`src/rtl/nfca_pkg.sv`:
```
// Shared constants, sequence codes and FSM encoding for the NFC-A transmit framer.
package nfca_pkg;

  // Slot timing at 81.36 MHz: one bit slot is 128/fc, one pause is 32/fc.
  localparam int BIT_CYCLES   = 768;
  localparam int PAUSE_CYCLES = 192;
  localparam int HALF         = BIT_CYCLES / 2;

  localparam int CNT_W = $clog2(BIT_CYCLES);
  typedef logic [CNT_W-1:0] cnt_t;

  localparam cnt_t CNT_LAST     = cnt_t'(BIT_CYCLES - 1);
  localparam cnt_t CNT_PAUSE    = cnt_t'(PAUSE_CYCLES);
  localparam cnt_t CNT_HALF     = cnt_t'(HALF);
  localparam cnt_t CNT_HALF_END = cnt_t'(HALF + PAUSE_CYCLES);

  // Modified Miller slot shapes.
  typedef enum logic [1:0] {
    SEQ_X = 2'd0,  // pause in the second half
    SEQ_Y = 2'd1,  // no pause
    SEQ_Z = 2'd2   // pause at slot start
  } seq_t;

  typedef enum logic [2:0] {
    ST_IDLE = 3'd0,
    ST_SOC  = 3'd1,
    ST_DATA = 3'd2,
    ST_PAR  = 3'd3,
    ST_EOC0 = 3'd4,
    ST_EOCY = 3'd5
  } tx_state_t;

  // A one is always X; a zero is Y right after an X, otherwise Z.
  function automatic seq_t miller_enc(input logic bit_v, input logic prev_x);
    if (bit_v) return SEQ_X;
    return prev_x ? SEQ_Y : SEQ_Z;
  endfunction

  // Number of bits carried by a byte: a last byte may be partial (0 means 8).
  function automatic logic [3:0] nbits_of(input logic last, input logic [2:0] lastb);
    return (last && (lastb != 3'd0)) ? {1'b0, lastb} : 4'd8;
  endfunction

endpackage

```
`src/rtl/nfca_tx_frame_if.sv`:
```
// Byte stream into the NFC-A transmit framer.
// Handshake: a byte transfers on every rising clk edge where tvalid and tready
// are both 1. The master holds tdata/tlast/tlastb stable while tvalid is high
// and not yet accepted; tready does not depend on tvalid.
interface nfca_tx_frame_if;
  logic       tvalid;
  logic       tready;
  logic [7:0] tdata;
  logic       tlast;
  logic [2:0] tlastb;

  modport master (output tvalid, output tdata, output tlast, output tlastb, input tready);
  modport slave  (input tvalid, input tdata, input tlast, input tlastb, output tready);
endinterface

```
`src/rtl/nfca_tx_miller_seq.sv`:
```
// Bit-slot timer and Modified Miller waveform generator.
// The framer selects the shape of each slot; this block owns the slot counter.
module nfca_tx_miller_seq
  import nfca_pkg::*;
(
  input  logic clk,
  input  logic rstn,
  input  logic start,      // frame begins: slot counter restarts at 0
  input  logic run,        // a frame is in progress
  input  seq_t seq,        // shape of the current slot
  output logic carrier_on,
  output logic slot_end    // last cycle of the current slot
);

  cnt_t cnt;

  assign slot_end = run && (cnt == CNT_LAST);

  // Slot counter: held at 0 between frames, wraps at the end of each slot.
  always_ff @(posedge clk or negedge rstn) begin
    if (!rstn) begin
      cnt <= '0;
    end else if (start || !run || slot_end) begin
      cnt <= '0;
    end else begin
      cnt <= cnt + cnt_t'(1);
    end
  end

  // Registered modulation output; carrier stays on whenever no frame runs.
  always_ff @(posedge clk or negedge rstn) begin
    if (!rstn) begin
      carrier_on <= 1'b1;
    end else if (!run) begin
      carrier_on <= 1'b1;
    end else begin
      case (seq)
        SEQ_Z:   carrier_on <= (cnt >= CNT_PAUSE);
        SEQ_X:   carrier_on <= (cnt < CNT_HALF) || (cnt >= CNT_HALF_END);
        default: carrier_on <= 1'b1;
      endcase
    end
  end

endmodule

```
`src/rtl/nfca_tx_frame.sv`:
```
// NFC-A PCD->PICC transmit framer: serialises bytes LSB-first with optional
// odd parity and encodes them as Modified Miller between SOC and EOC.
module nfca_tx_frame
  import nfca_pkg::*;
(
  input  logic           clk,
  input  logic           rstn,
  input  logic           parity_en,
  nfca_tx_frame_if.slave tx,
  output logic           carrier_on,
  output logic           tx_busy,
  output logic           tx_done,
  output logic           tx_underrun,
  output tx_state_t      dbg_state
);

  tx_state_t  state;
  seq_t       seq_r;
  logic       prev_x;
  logic [7:0] cur_byte;
  logic       cur_last;
  logic [3:0] cur_nbits;
  logic [2:0] bit_idx;
  logic       par_en_r;
  logic       under_flag;

  logic       hold_full;
  logic [7:0] hold_data;
  logic       hold_last;
  logic [2:0] hold_lastb;
  logic       tready_r;

  logic       slot_end;
  logic       accept;
  logic       idle_start;
  logic       last_bit;
  logic       need_par;
  logic       byte_end;
  logic       take_hold;
  logic       hold_in;
  logic       hold_full_n;
  logic       next_bit;
  logic       par_bit;

  assign tx.tready = tready_r;
  assign dbg_state = state;

  // Handshake, byte-boundary and holding-register bookkeeping.
  always_comb begin
    accept      = tx.tvalid && tready_r;
    idle_start  = (state == ST_IDLE) && (hold_full || accept);
    last_bit    = ({1'b0, bit_idx} == (cur_nbits - 4'd1));
    need_par    = par_en_r && (cur_nbits == 4'd8);
    byte_end    = slot_end && (((state == ST_DATA) && last_bit && !need_par) ||
                               (state == ST_PAR));
    take_hold   = ((state == ST_IDLE) && hold_full) ||
                  (byte_end && !cur_last && hold_full);
    // In IDLE an accepted byte goes straight into the shifter.
    hold_in     = accept && (state != ST_IDLE);
    hold_full_n = hold_in || (hold_full && !take_hold);
    next_bit    = cur_byte[bit_idx + 3'd1];
    par_bit     = ~^cur_byte;
  end

  // One-byte holding register; refilling on the edge it empties is allowed.
  always_ff @(posedge clk or negedge rstn) begin
    if (!rstn) begin
      hold_full  <= 1'b0;
      hold_data  <= '0;
      hold_last  <= 1'b0;
      hold_lastb <= '0;
      tready_r   <= 1'b0;
    end else begin
      hold_full <= hold_full_n;
      tready_r  <= !hold_full_n;
      if (hold_in) begin
        hold_data  <= tx.tdata;
        hold_last  <= tx.tlast;
        hold_lastb <= tx.tlastb;
      end
    end
  end

  // Framer FSM: picks the sequence of the next slot at each slot end.
  always_ff @(posedge clk or negedge rstn) begin
    if (!rstn) begin
      state       <= ST_IDLE;
      seq_r       <= SEQ_Y;
      prev_x      <= 1'b0;
      cur_byte    <= '0;
      cur_last    <= 1'b0;
      cur_nbits   <= 4'd8;
      bit_idx     <= '0;
      par_en_r    <= 1'b0;
      under_flag  <= 1'b0;
      tx_busy     <= 1'b0;
      tx_done     <= 1'b0;
      tx_underrun <= 1'b0;
    end else begin
      tx_done     <= 1'b0;
      tx_underrun <= 1'b0;
      if (state == ST_IDLE) begin
        if (idle_start) begin
          state      <= ST_SOC;
          seq_r      <= SEQ_Z;
          prev_x     <= 1'b0;
          under_flag <= 1'b0;
          par_en_r   <= parity_en;
          tx_busy    <= 1'b1;
          if (hold_full) begin
            cur_byte  <= hold_data;
            cur_last  <= hold_last;
            cur_nbits <= nbits_of(hold_last, hold_lastb);
          end else begin
            cur_byte  <= tx.tdata;
            cur_last  <= tx.tlast;
            cur_nbits <= nbits_of(tx.tlast, tx.tlastb);
          end
        end
      end else if (byte_end) begin
        if (!cur_last && hold_full) begin
          // Next byte follows immediately, no gap slot.
          state     <= ST_DATA;
          bit_idx   <= '0;
          cur_byte  <= hold_data;
          cur_last  <= hold_last;
          cur_nbits <= nbits_of(hold_last, hold_lastb);
          seq_r     <= miller_enc(hold_data[0], prev_x);
          prev_x    <= hold_data[0];
        end else begin
          // End of frame, either requested or because nothing was queued.
          state  <= ST_EOC0;
          seq_r  <= miller_enc(1'b0, prev_x);
          prev_x <= 1'b0;
          if (!cur_last) under_flag <= 1'b1;
        end
      end else if (slot_end) begin
        case (state)
          ST_SOC: begin
            state   <= ST_DATA;
            bit_idx <= '0;
            seq_r   <= miller_enc(cur_byte[0], prev_x);
            prev_x  <= cur_byte[0];
          end
          ST_DATA: begin
            if (!last_bit) begin
              bit_idx <= bit_idx + 3'd1;
              seq_r   <= miller_enc(next_bit, prev_x);
              prev_x  <= next_bit;
            end else begin
              state  <= ST_PAR;
              seq_r  <= miller_enc(par_bit, prev_x);
              prev_x <= par_bit;
            end
          end
          ST_EOC0: begin
            state  <= ST_EOCY;
            seq_r  <= SEQ_Y;
            prev_x <= 1'b0;
          end
          ST_EOCY: begin
            state       <= ST_IDLE;
            tx_busy     <= 1'b0;
            tx_done     <= 1'b1;
            tx_underrun <= under_flag;
          end
          default: state <= ST_IDLE;
        endcase
      end
    end
  end

  nfca_tx_miller_seq u_seq (
    .clk        (clk),
    .rstn       (rstn),
    .start      (idle_start),
    .run        (tx_busy),
    .seq        (seq_r),
    .carrier_on (carrier_on),
    .slot_end   (slot_end)
  );

endmodule

```
`src/flat_wrapper.sv`:
```
// flat-port wrapper written by rule: the top's interface ports become plain ports
module nfca_tx_frame_flat import nfca_pkg::*;
  (clk, rstn, parity_en, carrier_on, tx_busy, tx_done, tx_underrun, dbg_state, tx_tvalid, tx_tdata, tx_tlast, tx_tlastb, tx_tready);
  nfca_tx_frame_if tx_i ();
  input  logic clk;
  input  logic rstn;
  input  logic parity_en;
  output logic carrier_on;
  output logic tx_busy;
  output logic tx_done;
  output logic tx_underrun;
  output tx_state_t dbg_state;
  input wire logic [$bits(tx_i.tvalid)-1:0] tx_tvalid;
  input wire logic [$bits(tx_i.tdata)-1:0] tx_tdata;
  input wire logic [$bits(tx_i.tlast)-1:0] tx_tlast;
  input wire logic [$bits(tx_i.tlastb)-1:0] tx_tlastb;
  output wire logic [$bits(tx_i.tready)-1:0] tx_tready;
  assign tx_i.tvalid = tx_tvalid;
  assign tx_i.tdata = tx_tdata;
  assign tx_i.tlast = tx_tlast;
  assign tx_i.tlastb = tx_tlastb;
  assign tx_tready = tx_i.tready;
  nfca_tx_frame u_core (.clk(clk), .rstn(rstn), .parity_en(parity_en), .tx(tx_i), .carrier_on(carrier_on), .tx_busy(tx_busy), .tx_done(tx_done), .tx_underrun(tx_underrun), .dbg_state(dbg_state));
endmodule
```
`config.mk`:
```
export PLATFORM = sky130hd
export DESIGN_NAME = nfca_tx_frame_flat
export DESIGN_NICKNAME = d
export VERILOG_FILES = /design/src/rtl/nfca_pkg.sv /design/src/rtl/nfca_tx_frame_if.sv /design/src/rtl/nfca_tx_miller_seq.sv /design/src/rtl/nfca_tx_frame.sv /design/src/flat_wrapper.sv
export SDC_FILE = /design/constraint.sdc
export NUM_CORES = 1
export LEC_CHECK = 0
export CORE_ASPECT_RATIO = 1.2
export CORE_MARGIN = 10
export CORE_UTILIZATION = 40
export DETAILED_ROUTE_END_ITERATION = 8
export GPL_TIMING_DRIVEN = 0
export SKIP_CTS_REPAIR_TIMING = 1
export SLEW_MARGIN = 25
export SYNTH_ARGS = -nofsm -noshare
export SYNTH_HDL_FRONTEND = slang
export SYNTH_SLANG_ARGS = --single-unit
```
`constraint.sdc`:
```
create_clock -name clk -period 3.2 [get_ports clk]
set_input_delay 0.64 -clock clk [delete_from_list [all_inputs] [get_ports clk]]
set_output_delay 0.64 -clock clk [all_outputs]
set_load 0.03 [all_outputs]
```
=== After elaboration in Yosys (flattened, before gate mapping) ===
Index checks and enable logic that the tools add are counted.

* Register bits: 52
* Output and inout port bits: 8

* Add/subtract/negate cells: 3
* Magnitude comparators: 4
* Equal/unequal tests: 16
* Muxes and demuxes: 95
* Bitwise operators: 1
* Reduce and logical (&&, ||, !) cells: 48

{| class="wikitable"
|+ Operator list
! kind !! number
|-
| 2-to-1 mux 1 bit || 51
|-
| 2-to-1 mux 8 bit || 5
|-
| 2-to-1 mux 2 bit || 15
|-
| 2-to-1 mux 3 bit || 10
|-
| 2-to-1 mux 4 bit || 7
|-
| logical AND 1 bit || 15
|-
| nonzero test 3 bit || 5
|-
| adder 10 x 1 -> 10 bit, second input constant || 1
|-
| equality test 10 bit, second input constant || 1
|-
| >= comparator 10 bit, second input constant || 1
|-
| >= comparator 10 x 8 -> 1 bit, second input constant || 1
|-
| < comparator 10 x 9 -> 1 bit, second input constant || 1
|-
| 2-to-1 mux 10 bit || 1
|-
| nonzero test 2 bit || 5
|-
| one-hot mux 3 bit (3 select lines) || 1
|-
| AND reduction 3 bit || 3
|-
| != test 2 bit, second input constant || 4
|-
| AND reduction 4 bit || 2
|-
| XNOR reduction 8 bit || 1
|-
| logical OR 1 bit || 7
|-
| equality test 3 x 2 -> 1 bit, second input constant || 2
|-
| equality test 3 bit, second input constant || 2
|-
| one-hot mux 2 bit (3 select lines) || 1
|-
| one-hot mux 3 bit (2 select lines) || 1
|-
| other kinds (20) || 24
|}

=== Logic depth before layout (Yosys ltp) ===
Gate-level depths: netlist (run 1).

* Word-level depth: 15
* Gate-level depth with buffers: 10
* Gate-level depth less buffers: 9

=== Hierarchy ===
Synthesis (run 1) repeated with hierarchy kept, for this count alone.

* Cells, all modules: 285
* Area, all modules: 2856.5 um^2

{| class="wikitable"
|+ By module, submodules not included
! module !! instances !! cells each !! area each (um^2)
|-
| nfca_tx_frame || 1 || 227 || 2280.9
|-
| nfca_tx_miller_seq || 1 || 58 || 575.6
|}

=== Least setup slack after synthesis (run 1) ===
OpenSTA, ideal clock, no wires.

* Path type: reg2reg
* Start: register u_core.cur_nbits[0]
* End: register u_core.seq_r[1]
* Arrival: 2.206 ns
* Data required time: 3.066 ns
* Slack: 0.860 ns
* Stages on the path, launching flop included: 10
* Buffers on the path: 0
* Clock period less this slack: 2.340 ns
* Cell sequence: dfrtp_1 inv_1 ha_1 xnor2_1 nor3_1 o211ai_1 a211oi_4 nor3_1 a2111oi_0 o21ai_0

* Longest elaborated chain between the ends: 8

{| class="wikitable"
|+ Ends and longest elaborated chain
! element !! RTL line !! RTL
|-
| start: declaration || nfca_tx_frame.sv:22 || <nowiki>logic [3:0] cur_nbits;</nowiki>
|-
| start signal: assignment || nfca_tx_frame.sv:113 || <nowiki>cur_nbits <= nbits_of(hold_last, hold_lastb);</nowiki>
|-
| start signal: assignment || nfca_tx_frame.sv:117 || <nowiki>cur_nbits <= nbits_of(tx.tlast, tx.tlastb);</nowiki>
|-
| start signal: assignment || nfca_tx_frame.sv:127 || <nowiki>cur_nbits <= nbits_of(hold_last, hold_lastb);</nowiki>
|-
| branches (longest 8 deep; another with subtractor 4 x 1 -> 4 bit) || -- ||
|-
| end signal: assignment || nfca_tx_frame.sv:128 || <nowiki>seq_r <= miller_enc(hold_data[0], prev_x);</nowiki>
|-
| end signal: assignment || nfca_tx_frame.sv:133 || <nowiki>seq_r <= miller_enc(1'b0, prev_x);</nowiki>
|-
| end signal: assignment || nfca_tx_frame.sv:142 || <nowiki>seq_r <= miller_enc(cur_byte[0], prev_x);</nowiki>
|-
| end: declaration || nfca_tx_frame.sv:18 || <nowiki>seq_t seq_r;</nowiki>
|}

Parallel ways; which one is timed is not known. The select of a mux whose other input is x is not followed.
A chain may end at the register's enable or synchronous reset.

=== Worst setup path in the final report (run 1) ===
* Start: register u_core.cur_nbits[0]
* End: register u_core.bit_idx[1]

* Longest elaborated chain between the ends: 8

{| class="wikitable"
|+ Ends and longest elaborated chain
! element !! RTL line !! RTL
|-
| subtractor 4 x 1 -> 4 bit or equality test 4 bit (tied branches) || nfca_tx_frame.sv:52, nfca_tx_frame.sv:53 ||
|-
| equality test 3 x 4 -> 1 bit or logical AND 1 bit (tied branches) || nfca_tx_frame.sv:52, nfca_tx_frame.sv:53 ||
|-
| logical AND 1 bit or logical NOT 1 bit (tied branches) || nfca_tx_frame.sv:54 || <nowiki>byte_end = slot_end && (((state == ST_DATA) && last_bit && !need_par) ||</nowiki>
|-
| logical AND 1 bit || nfca_tx_frame.sv:54 ||
|-
| logical OR 1 bit || nfca_tx_frame.sv:54 ||
|-
| logical AND 1 bit || nfca_tx_frame.sv:54 ||
|-
| != test 3 bit (no source line), or another cell as far along || -- ||
|-
| AND reduction 5 bit (no source line) || -- ||
|-
| end signal: assignment || nfca_tx_frame.sv:147 || <nowiki>bit_idx <= bit_idx + 3'd1;</nowiki>
|-
| end: declaration || nfca_tx_frame.sv:23 || <nowiki>logic [2:0] bit_idx;</nowiki>
|}

Parallel ways exist; a longest one is shown, timed or not.

==> results of run 1 <==
## cells in the mapped netlist (2+ instances only)
cell,number
a2111oi_0,2
a2111oi_2,2
a21oi_1,12
a311oi_1,2
and2_1,2
and3_1,3
clkbuf_1,7
dfrtp_1,49
dfstp_2,3
ha_1,4
inv_1,10
mux2_2,15
mux2i_1,12
mux4_2,2
nand2_1,28
nand2b_1,3
nand3_1,8
nand3b_1,2
nor2_1,25
nor3_1,6
nor4_1,2
o211ai_1,3
o21a_1,2
o21ai_0,20
o21ai_1,6
o31ai_1,2
xnor2_1,13
xor2_1,6
## per-stage QoR
step | util, % | hold WS, ns | std cells | setup TNS (ns)
floorplan | - | 0.3444 | 273 | 0
global placement | 45.90 | 0.4791 | 383 | -5.993
detailed placement | 45.86 | 0.4821 | 383 | 0
CTS | 47.89 | 0.3898 | 391 | 0
global route | 47.89 | 0.3888 | 391 | 0
finish | 47.89 | 0.3536 | 391 | 0
## power by group
part	switching, mW	internal, mW	leakage [nW]	total, mW
Sequential	0	0.657	0.690	0.657
Clock	0.225	0.315	0.0687	0.540
Combinational	0.0178	0.0163	0.591	0.0341
## final cells by class
cell class | instances | area share (%)
multi-input combinational | 203 | 42.82
inverter | 10 | 1.157
tap | 87 | 3.356
timing repair buffer | 23 | 7.022
sequential | 52 | 40.24
buffer | 8 | 1.157
clock buffer | 5 | 2.122
clock inverter | 3 | 2.122
## metal layers
layer,global-route usage (%),share of wire (%)
met5,0,0
met4,3.448,1.2
met3,3.320,3.7
met2,18.60,49
met1,14.45,46
## logic make-up after synthesis
family / after synthesis / share of synthesized area [%]
AND/OR/NAND/NOR: 88 / 15.14
AO/OA/AOI/OAI: 63 / 15.14
flip-flops: 52 / 47.13
multiplexers: 29 / 12.07
XOR/XNOR: 19 / 6.010
buffers and inverters: 18 / 2.712
adder cells (fa/ha/maj): 4 / 1.808
## path summary, 6_finish.rpt
check,from,endpoint,slack [ns],cells after the start
worst max-delay path,u_core.cur_nbits[0],u_core.bit_idx[1],0.34,9
worst min-delay path,rstn,u_core.tx_busy,0.35,1
worst max register to register,u_core.cur_nbits[0],u_core.bit_idx[1],0.34,9
worst min register to register,u_core.u_seq.cnt[0],u_core.u_seq.cnt[0],0.49,1
max in group asynchronous,rstn,u_core.par_en_r,2.41,1
min in group clk,u_core.u_seq.cnt[0],u_core.u_seq.cnt[0],0.49,1
## sequential cells by signal, summed over array words and instances (netlist names), 2 cells and up
name / flops
u_core.u_seq.cnt: 10
u_core.bit_idx: 3
u_core.cur_nbits: 4
u_core.cur_byte: 8
u_core.hold_lastb: 3
u_core.seq_r: 2
u_core.dbg_state: 3
u_core.hold_data: 8
==> results by group, run 1 <==
Global routing
  • Total Routing Usage GR: 11.57%
  • Antenna violations before repair: 0
  • Gr ovfl total: 0
  • First-pass GRT wire length: 10.16 mm
  • Vias in the first global route: 2205
  • Largest net degree at the start of global routing: 53

Clock tree
  • Clock slew at reported path FFs: 0.10 ns
  • CTS H-tree depth: 2
  • CTS Sinks: 52
  • Latest clock arrival within the worst-skew pair: 0.30 ns
  • CTS Buf Count: 5
  • Clk root buf: clkbuf_8
  • CTS tree: built
  • Clock buffer depth: 2

Routing
  • Vias per inst: 5.327
  • Pre-Repair DR Iteration Count: 4
  • DRC viols: 0
  • Detailed Route WL: 5.684 mm
  • Iteration-0 DRC count of the detailed router: 85
  • Average wire per standard cell: 14.54 um
  • Detailed-route via count: 2083
  • Antenna-violating nets left: 0

Flow run
  • Number of max-cap violations: 0

Worst setup path
  • WP data arrival: 3.06 ns
  • Crit path max-delay cell type: o21ai_0
  • Worst-path cell chain: inv_1 -> ha_1 -> xor2_1 -> and3b_1 -> o21ai_0 -> a21boi_0 -> a2bb2oi_1 -> nor3_1 -> mux2_2
  • CP max stage delay: 0.57 ns
  • CP delay by family, top: compound AO/OA/AOI/OAI gates
  • Startpoint Class: register
  • CP bufs+invs: 1
  • Max Fanout on Critical Path: 4
  • CP Capture Type: register
  • Critical setup path kind: register to register
  • Worst endpoint required time: 3.40 ns

Cells and area
  • Multi-input gate area: 0.001389 mm2
  • Layout area overhead: 17.13%
  • Ant diodes: 0
  • FILL cells: 655
  • Share of layout cells above drive strength 1: 11.84%
  • Most common cell after layout, fill and taps aside: dfrtp_1
  • Post-route cell area: 0.003243 mm2
  • Layout Nets: 323
  • Sequential cell area: 0.001305 mm2
  • Most frequent cells in the layout: dfrtp_1, nand2_1, nor2_1, clkdlybuf4s50_1, o21ai_0

STA
  • F_max: 0.3498 GHz
  • Final Setup Violations: 0
  • Fin crit share: 89.35%
  • Fin. Hold Viols: 0
  • Final Max Slew Viols: 0
  • RSZ-0062 raised after global routing: false
  • Final Skew: 0.005700 ns
  • Worst-margin pin slew: 0.7406 ns
  • Minimum clock period: 2.859 ns
  • Worst setup slack after layout: 0.3409 ns
  • Max-slew headroom: 50.17%

Die
  • Core Region: 0.006771 mm2
  • Die width: 95.95 um
  • Io pins: 24
  • Starting density of the core: 40.89%
  • Site Rows: 33
  • DIE HEIGHT: 111.1 um
  • Die area: 0.01066 mm2

Synthesis
  • Synth Flop Type: dfrtp_1
  • Synth warnings: 0
  • Avg Cell Area, Syn: 10.14 um2
  • Register bit total from synthesis: 52
  • Top post-synthesis cells by area: dfrtp_1, mux2_2, mux2i_1
  • Netlist cell types: 50
  • Cells after Synth: 273
  • Synth async-reset ratio: 100.0%
  • Syn nets: 293
  • Yosys top cell by area: dfrtp_1
  • Syn Std Cell Area: 0.002769 mm2
  • Post-synth EDFFs: 0
  • Post-synth top area share: 44.28%
  • Seq/Total Area, Yosys: 47.13%

Hold path
  • Hold Path Class: input port to asynchronous set/reset pin

Place
  • GPL Wtd Cong: 0.8929
  • Area of placed instances: 0.003105 mm2
  • IO Port Bufs: 23
  • Place WS: 0.3979 ns
  • Post-DP HPWL: 4.236 mm

Power and ir drop
  • Power Density: 379.5 mW/mm2
  • IR drop worst, VDD: 0.2240 mV
  • Total power: 1.231 mW
  • Leakage: 1.350 nW

Status
  • Outcome: complete, no violations
Power figures use the tool's default switching activity.
==> run 2: changes to the inputs <==
DONT_BUFFER_PORTS = 1   (was unset)
SKIP_LAST_GASP = 1   (was unset)
==> run 2 against run 1 <==
Compared with the run above:
- fmax about the same
- global-route usage down 0.14 points
- first-iteration DRC count up 98%
- worst setup slack worse by 0.0014 ns
- sequential power about the same
- utilization down 2.6 points
- critical path type unchanged
- critical endpoint unchanged
==> results by group, run 2 (synthesis results as in run 1) <==
Die
  • Die area: 0.01066 mm2 (unchanged)
  • Die width: 95.95 um (unchanged)
  • Starting density of the core: 40.89% (unchanged)
  • Site Rows: 33 (unchanged)
  • Core Region: 0.006771 mm2 (unchanged)
  • Io pins: 24 (unchanged)
  • DIE HEIGHT: 111.1 um (unchanged)

Cells and area
  • Ant diodes: 0 (unchanged)
  • FILL cells: 660 (was 655)
  • Layout Nets: 301 (was 323)
  • Most common cell after layout, fill and taps aside: dfrtp_1 (unchanged)
  • Share of layout cells above drive strength 1: 12.77% (was 11.84%)
  • Most frequent cells in the layout: dfrtp_1, nand2_1, nor2_1, o21ai_0, mux2_2 (was dfrtp_1, nand2_1, nor2_1, clkdlybuf4s50_1, o21ai_0)
  • Biggest registers after layout: u_core.u_seq.cnt x10, u_core.cur_byte x8, u_core.hold_data x8 (unchanged)
  • Final Util: 45.25% (was 47.89%)
  • Final cell count without fillers: 369 (was 391)
  • Layout area overhead: 10.66% (was 17.13%)
  • Largest Register: u_core.u_seq.cnt (unchanged)
  • Max reg flops: 10 (unchanged)
  • Post-route cell area: 0.003064 mm2 (was 0.003243 mm2)

Worst setup path
  • Worst-path cell chain: inv_1 -> ha_1 -> xor2_1 -> and3b_1 -> o21ai_0 -> a21boi_0 -> a2bb2oi_1 -> nor3_1 -> mux2_2 (unchanged)
  • Crit path max-delay cell type: o21ai_0 (unchanged)
  • Worst reg-to-reg setup slack: 0.34 ns (about the same)
  • CP bufs+invs: 1 (unchanged)
  • Startpoint Class: register (unchanged)
  • R2R cell count: 9 (unchanged)
  • CP Capture Type: register (unchanged)
  • Critical setup path kind: register to register (unchanged)
  • CP max stage delay: 0.54 ns (was 0.57 ns)
  • Reg-to-reg critical path endpoint: u_core.bit_idx[1] (unchanged)
  • Reg-to-Reg Start: u_core.cur_nbits[0] (unchanged)
  • Worst endpoint required time: 3.40 ns (about the same)
  • CP delay by family, top: compound AO/OA/AOI/OAI gates (unchanged)
  • WP data arrival: 3.06 ns (about the same)
  • Max Fanout on Critical Path: 4 (unchanged)

STA
  • Final Setup Violations: 0 (unchanged)
  • RSZ-0062 raised after global routing: false (unchanged)
  • Fin Setup TNS: 0 ns (unchanged)
  • Final Max Slew Viols: 0 (unchanged)
  • Fin crit share: 89.39% (was 89.35%)
  • Worst-margin pin slew: 0.6891 ns (was 0.7406 ns)
  • F_max: 0.3496 GHz (was 0.3498 GHz)
  • Max-slew headroom: 53.64% (was 50.17%)
  • Final Skew: 0.008250 ns (was 0.005700 ns)
  • Fin. Hold Viols: 0 (unchanged)
  • Minimum clock period: 2.861 ns (was 2.859 ns)

Global routing
  • First-pass GRT wire length: 9.977 mm (was 10.16 mm)
  • Total Routing Usage GR: 11.43% (was 11.57%)
  • Gr ovfl total: 0 (unchanged)
  • Vias in the first global route: 2097 (was 2205)
  • Antenna violations before repair: 0 (unchanged)
  • Largest net degree at the start of global routing: 53 (unchanged)

Place
  • Post-DP HPWL: 4.214 mm (was 4.236 mm)
  • Cell count after placement: 360 (was 383)
  • GPL Wtd Cong: 0.8604 (was 0.8929)
  • Area of placed instances: 0.002878 mm2 (was 0.003105 mm2)
  • IO Port Bufs: 0 (was 23)

Status
  • Outcome: complete, no violations (unchanged)

Power and ir drop
  • Leakage: 1.284 nW (was 1.350 nW)
  • IR drop worst, VDD: 0.2333 mV (was 0.2240 mV)
  • Total power: 1.282 mW (was 1.231 mW)
  • Power Density: 418.5 mW/mm2 (was 379.5 mW/mm2)

Routing
  • Pre-Repair DR Iteration Count: 4 (unchanged)
  • Iteration-0 DRC count of the detailed router: 168 (was 85)
  • Detailed Route WL: 5.782 mm (was 5.684 mm)
  • Detailed-route via count: 1996 (was 2083)
  • DRC viols: 0 (unchanged)
  • Antenna-violating nets left: 0 (unchanged)
  • Average wire per standard cell: 15.67 um (was 14.54 um)
  • Vias per inst: 5.409 (was 5.327)

Clock tree
  • CTS tree: built (unchanged)
  • Clock slew at reported path FFs: 0.10 ns (about the same)
  • Latest clock arrival within the worst-skew pair: 0.31 ns (was 0.30 ns)
  • Clock buffer depth: 2 (unchanged)
  • CTS Sinks: 52 (unchanged)
  • CTS Buf Count: 5 (unchanged)
  • Clk root buf: clkbuf_8 (unchanged)
  • CTS H-tree depth: 2 (unchanged)

Hold path
  • Hold Path Class: input port to asynchronous set/reset pin (unchanged)

Flow run
  • Number of max-cap violations: 0 (unchanged)
==> run 2: changes by cell type in the layout (fill, tap and decap cells not counted) <==
cell / previous run / this run
clkdlybuf4s50_1: 22 / 0
buf_16: 0 / 1
buf_4: 1 / 0
bufinv_16: 2 / 3
inv_6: 1 / 0
==> run 2: how the worst max path moves through the flow <==
stage,from,slack [ns],depth (start not counted),to
after floorplan,u_core.cur_nbits[0],0.86,9,u_core.seq_r[1]
after global placement,u_core.cur_nbits[0],0.41,9,u_core.bit_idx[1]
after detailed placement,u_core.cur_nbits[0],0.38,9,u_core.bit_idx[1]
after CTS,u_core.cur_nbits[0],0.35,9,u_core.bit_idx[1]
after global routing,u_core.cur_nbits[0],0.13,9,u_core.seq_r[1]
final,u_core.cur_nbits[0],0.34,9,u_core.bit_idx[1]
==> run 2: report_power, final <==
part / total (mW) / switching (mW) / internal (mW)
sequential: 0.657 / 0 / 0.657
clock: 0.612 / 0.222 / 0.391
combinational: 0.0132 / 0.00904 / 0.00411
==> run 2: area by class of cell <==
| class | count | area (um2) | area share [%] |
|---|---|---|---|
| well taps | 87 | 108.9 | 3.552 |
| inverters | 10 | 37.54 | 1.225 |
| clock buffers | 5 | 68.82 | 2.246 |
| flip-flops and latches | 52 | 1305 | 42.59 |
| multi-input cells | 203 | 1389 | 45.32 |
| clock inverters | 3 | 90.09 | 2.940 |
| plain buffers | 8 | 37.54 | 1.225 |
| repair buffers | 1 | 27.53 | 0.8983 |
==> run 2: stage by stage <==
step | setup slack, ns | hold WS, ns
2_1_floorplan | 0.8598 | 0.3444
3_3_place_gp | 0.4061 | 0.3471
3_5_place_dp | 0.3785 | 0.3472
4_1_cts | 0.3529 | 0.006749
5_1_grt | 0.1262 | 0.002141
6_report | 0.3394 | 0.01933
==> run 2: metal layers <==
metal / up-vias / wire length, um / global-route usage (%)
met5: - / 0 / 0
met4: 0 / 81 / 3.744
met3: 6 / 321 / 3.862
met2: 30 / 2882 / 19.28
met1: 966 / 2496 / 12.97
li1: 994 / - / -
==> run 2: worst register-to-register path: stages, from the launching register on <==
cell and delay, ns:
dfrtp_1 0.41, inv_1 0.08, ha_1 0.22, xor2_1 0.18, and3b_1 0.18, o21ai_0 0.54, a21boi_0 0.20, a2bb2oi_1 0.17
nor3_1 0.38, mux2_2 0.39
==> run 3: changes to the inputs <==
--- a/config.mk
+++ b/config.mk
@@ -7,5 +7,4 @@
 export LEC_CHECK = 0
 export CORE_ASPECT_RATIO = 1.2
-export CORE_MARGIN = 10
 export CORE_UTILIZATION = 40
 export DETAILED_ROUTE_END_ITERATION = 8
==> constraint.sdc (replaced) <==
create_clock -name clk -period 3.2 [get_ports clk]
set_input_delay 0.48 -clock clk [delete_from_list [all_inputs] [get_ports clk]]
set_output_delay 0.48 -clock clk [all_outputs]
set_load 0.03 [all_outputs]
==> run 3 against run 2 <==
Compared with the run above:
- hold slack lost 0.0052 ns
- highest routed layer unchanged
- clock power decreased by 26%
- critical path type unchanged
- die area decreased by 32%
- count of clock-buffer cells in the layout did not move
- combinational power is 35% higher
- total power fell by 12%
==> results by group, run 3 (synthesis results as in run 1) <==
Status
  • Outcome: complete, no violations (unchanged)

Clock tree
  • CTS H-tree depth: 2 (unchanged)
  • CTS tree: built (unchanged)
  • Clk root buf: clkbuf_8 (unchanged)
  • CTS Sinks: 52 (unchanged)
  • Clock slew at reported path FFs: 0.10 ns (about the same)
  • Clock buffer depth: 2 (unchanged)
  • CTS Buf Count: 5 (unchanged)
  • Latest clock arrival within the worst-skew pair: 0.30 ns (was 0.31 ns)

Worst setup path
  • Max Fanout on Critical Path: 4 (unchanged)
  • CP Capture Type: register (unchanged)
  • Worst reg-to-reg setup slack: 0.37 ns (was 0.34 ns)
  • Startpoint Class: register (unchanged)
  • Reg-to-reg critical path endpoint: u_core.bit_idx[1] (unchanged)
  • WP data arrival: 3.03 ns (was 3.06 ns)
  • Worst endpoint required time: 3.40 ns (about the same)
  • R2R cell count: 9 (unchanged)
  • Reg-to-Reg Start: u_core.cur_nbits[0] (unchanged)
  • Critical setup path kind: register to register (unchanged)

Hold path
  • Hold Path Class: input port to asynchronous set/reset pin (unchanged)

Die
  • DIE HEIGHT: 93.14 um (was 111.1 um)
  • Io pins: 24 (unchanged)
  • Core Region: 0.006566 mm2 (was 0.006771 mm2)
  • Starting density of the core: 42.17% (was 40.89%)
  • Die width: 77.95 um (was 95.95 um)
  • Die area: 0.007260 mm2 (was 0.01066 mm2)
  • Site Rows: 32 (was 33)

Cells and area
  • Largest Register: u_core.u_seq.cnt (unchanged)
  • Layout area overhead: 9.218% (was 10.66%)
  • Ant diodes: 0 (unchanged)
  • Max reg flops: 10 (unchanged)
  • Share of layout cells above drive strength 1: 12.72% (was 12.77%)
  • FILL cells: 626 (was 660)
  • Layout Nets: 302 (was 301)
  • Most frequent cells in the layout: dfrtp_1, nand2_1, nor2_1, o21ai_0, mux2_2 (unchanged)
  • Biggest registers after layout: u_core.u_seq.cnt x10, u_core.cur_byte x8, u_core.hold_data x8 (unchanged)
  • Final Util: 46.06% (was 45.25%)
  • Most common cell after layout, fill and taps aside: dfrtp_1 (unchanged)

Power and ir drop
  • Sw Share: 20.53% (was 17.98%)
  • Part of the power in combinational logic: 1.6% (was 1.0%)
  • Clk pwr share: 40.0% (was 47.8%)
  • Sw Pwr: 0.2308 mW (was 0.2306 mW)
  • IR drop worst, VDD: 0.2560 mV (was 0.2333 mV)
  • Int Pwr: 0.8934 mW (was 1.052 mW)
  • Power Density: 371.7 mW/mm2 (was 418.5 mW/mm2)
  • Leakage: 1.264 nW (was 1.284 nW)
  • Flop pwr share: 58.4% (was 51.2%)

Routing
  • Iteration-0 DRC count of the detailed router: 128 (was 168)
  • DRC viols: 0 (unchanged)
  • Detailed-route via count: 2011 (was 1996)
  • Average wire per standard cell: 15.12 um (was 15.67 um)
  • Antenna-violating nets left: 0 (unchanged)
  • Vias per inst: 5.465 (was 5.409)
  • Detailed Route WL: 5.565 mm (was 5.782 mm)
  • Pre-Repair DR Iteration Count: 4 (unchanged)

STA
  • WHS: 0.01417 ns (was 0.01933 ns)
  • Final Skew: 0.009366 ns (was 0.008250 ns)
  • RSZ-0062 raised after global routing: false (unchanged)
  • Minimum clock period: 2.827 ns (was 2.861 ns)
  • Final Max Slew Viols: 0 (unchanged)
  • Final Setup Violations: 0 (unchanged)
  • Worst-margin pin slew: 0.7143 ns (was 0.6891 ns)
  • Max-slew headroom: 51.94% (was 53.64%)
  • Fin crit share: 88.33% (was 89.39%)
  • Fin Setup TNS: 0 ns (unchanged)
  • F_max: 0.3538 GHz (was 0.3496 GHz)
  • Fin. Hold Viols: 0 (unchanged)

Global routing
  • Largest net degree at the start of global routing: 53 (unchanged)
  • Total Routing Usage GR: 16.40% (was 11.43%)
  • Vias in the first global route: 2054 (was 2097)
  • Antenna violations before repair: 0 (unchanged)
  • Gr ovfl total: 0 (unchanged)
  • First-pass GRT wire length: 9.508 mm (was 9.977 mm)

Flow run
  • Number of max-cap violations: 0 (unchanged)

Place
  • GPL Wtd Cong: 0.8407 (was 0.8604)
  • Post-DP HPWL: 4.003 mm (was 4.214 mm)
  • IO Port Bufs: 0 (unchanged)
## run 3: cell types whose count changed in the layout (fill, tap and decap cells not counted), sizes merged
| cell | delta |
|---|---|
| bufinv | -2 |
| clkinv | +1 |
| clkinvlp | +1 |
| dlygate4sd3 | +1 |
## run 3: how the worst max path moves through the flow
stage / endpoint / from / slack, ns / cells after the start
6_report: u_core.bit_idx[1] / u_core.cur_nbits[0] / 0.37 / 9
5_1_grt: u_core.cur_byte[4] / u_core.cur_nbits[0] / 0.12 / 9
4_1_cts: u_core.bit_idx[1] / u_core.cur_nbits[0] / 0.39 / 9
3_5_place_dp: u_core.bit_idx[1] / u_core.cur_nbits[0] / 0.41 / 9
3_3_place_gp: u_core.bit_idx[1] / u_core.cur_nbits[0] / 0.41 / 9
2_1_floorplan: u_core.seq_r[1] / u_core.cur_nbits[0] / 0.86 / 9
## run 3: through the flow
stage	total power, mW	setup slack (ns)	cell area [um2]	cells
finish	1.124	0.3735	3024	368
global route	1.157	0.1160	3024	368
CTS	1.120	0.3913	2987	366
detailed placement	0.6702	0.4072	2875	358
global placement	0.6702	0.4122	2875	358
floorplan	0.6703	0.8598	2769	273
## run 3: layout make-up
| type | instances | area, um2 | area share (%) |
|---|---|---|---|
| Buffer | 8 | 37.54 | 1.241 |
| Clock buffer | 5 | 68.82 | 2.276 |
| Clock inverter | 3 | 42.54 | 1.407 |
| Inverter | 10 | 37.54 | 1.241 |
| Multi-Input combinational cell | 203 | 1389 | 45.92 |
| Sequential cell | 52 | 1305 | 43.15 |
| Tap cell | 85 | 106.4 | 3.517 |
| Timing Repair Buffer | 2 | 37.54 | 1.241 |
## run 3: critical path, cell delays in order, from the launching register on
cell and delay [ns]:
dfrtp_1 0.41, inv_1 0.08, ha_1 0.23, xor2_1 0.17, and3b_1 0.18, o21ai_0 0.54, a21boi_0 0.19, a2bb2oi_1 0.17
nor3_1 0.36, mux2_2 0.38
## run 3: routing by layer
layer  up-vias  global-route usage (%)  part of all wire (%)
li1        993                       -                     -
met1       957                   19.74                    44
met2        53                   29.13                    50
met3         8                   3.024                   4.8
met4         0                   6.019                   1.7
met5         -                       0                     0
## run 3: power groups by stage
stage / combinational, mW / clock, mW / sequential (mW)
2_1_floorplan: 0.000514 / 0 / 0.670
3_3_place_gp: 0.000514 / 0 / 0.670
3_5_place_dp: 0.000514 / 0 / 0.670
4_1_cts: 0.000514 / 0.463 / 0.657
5_1_grt: 0.0209 / 0.480 / 0.657
6_report: 0.0178 / 0.450 / 0.657
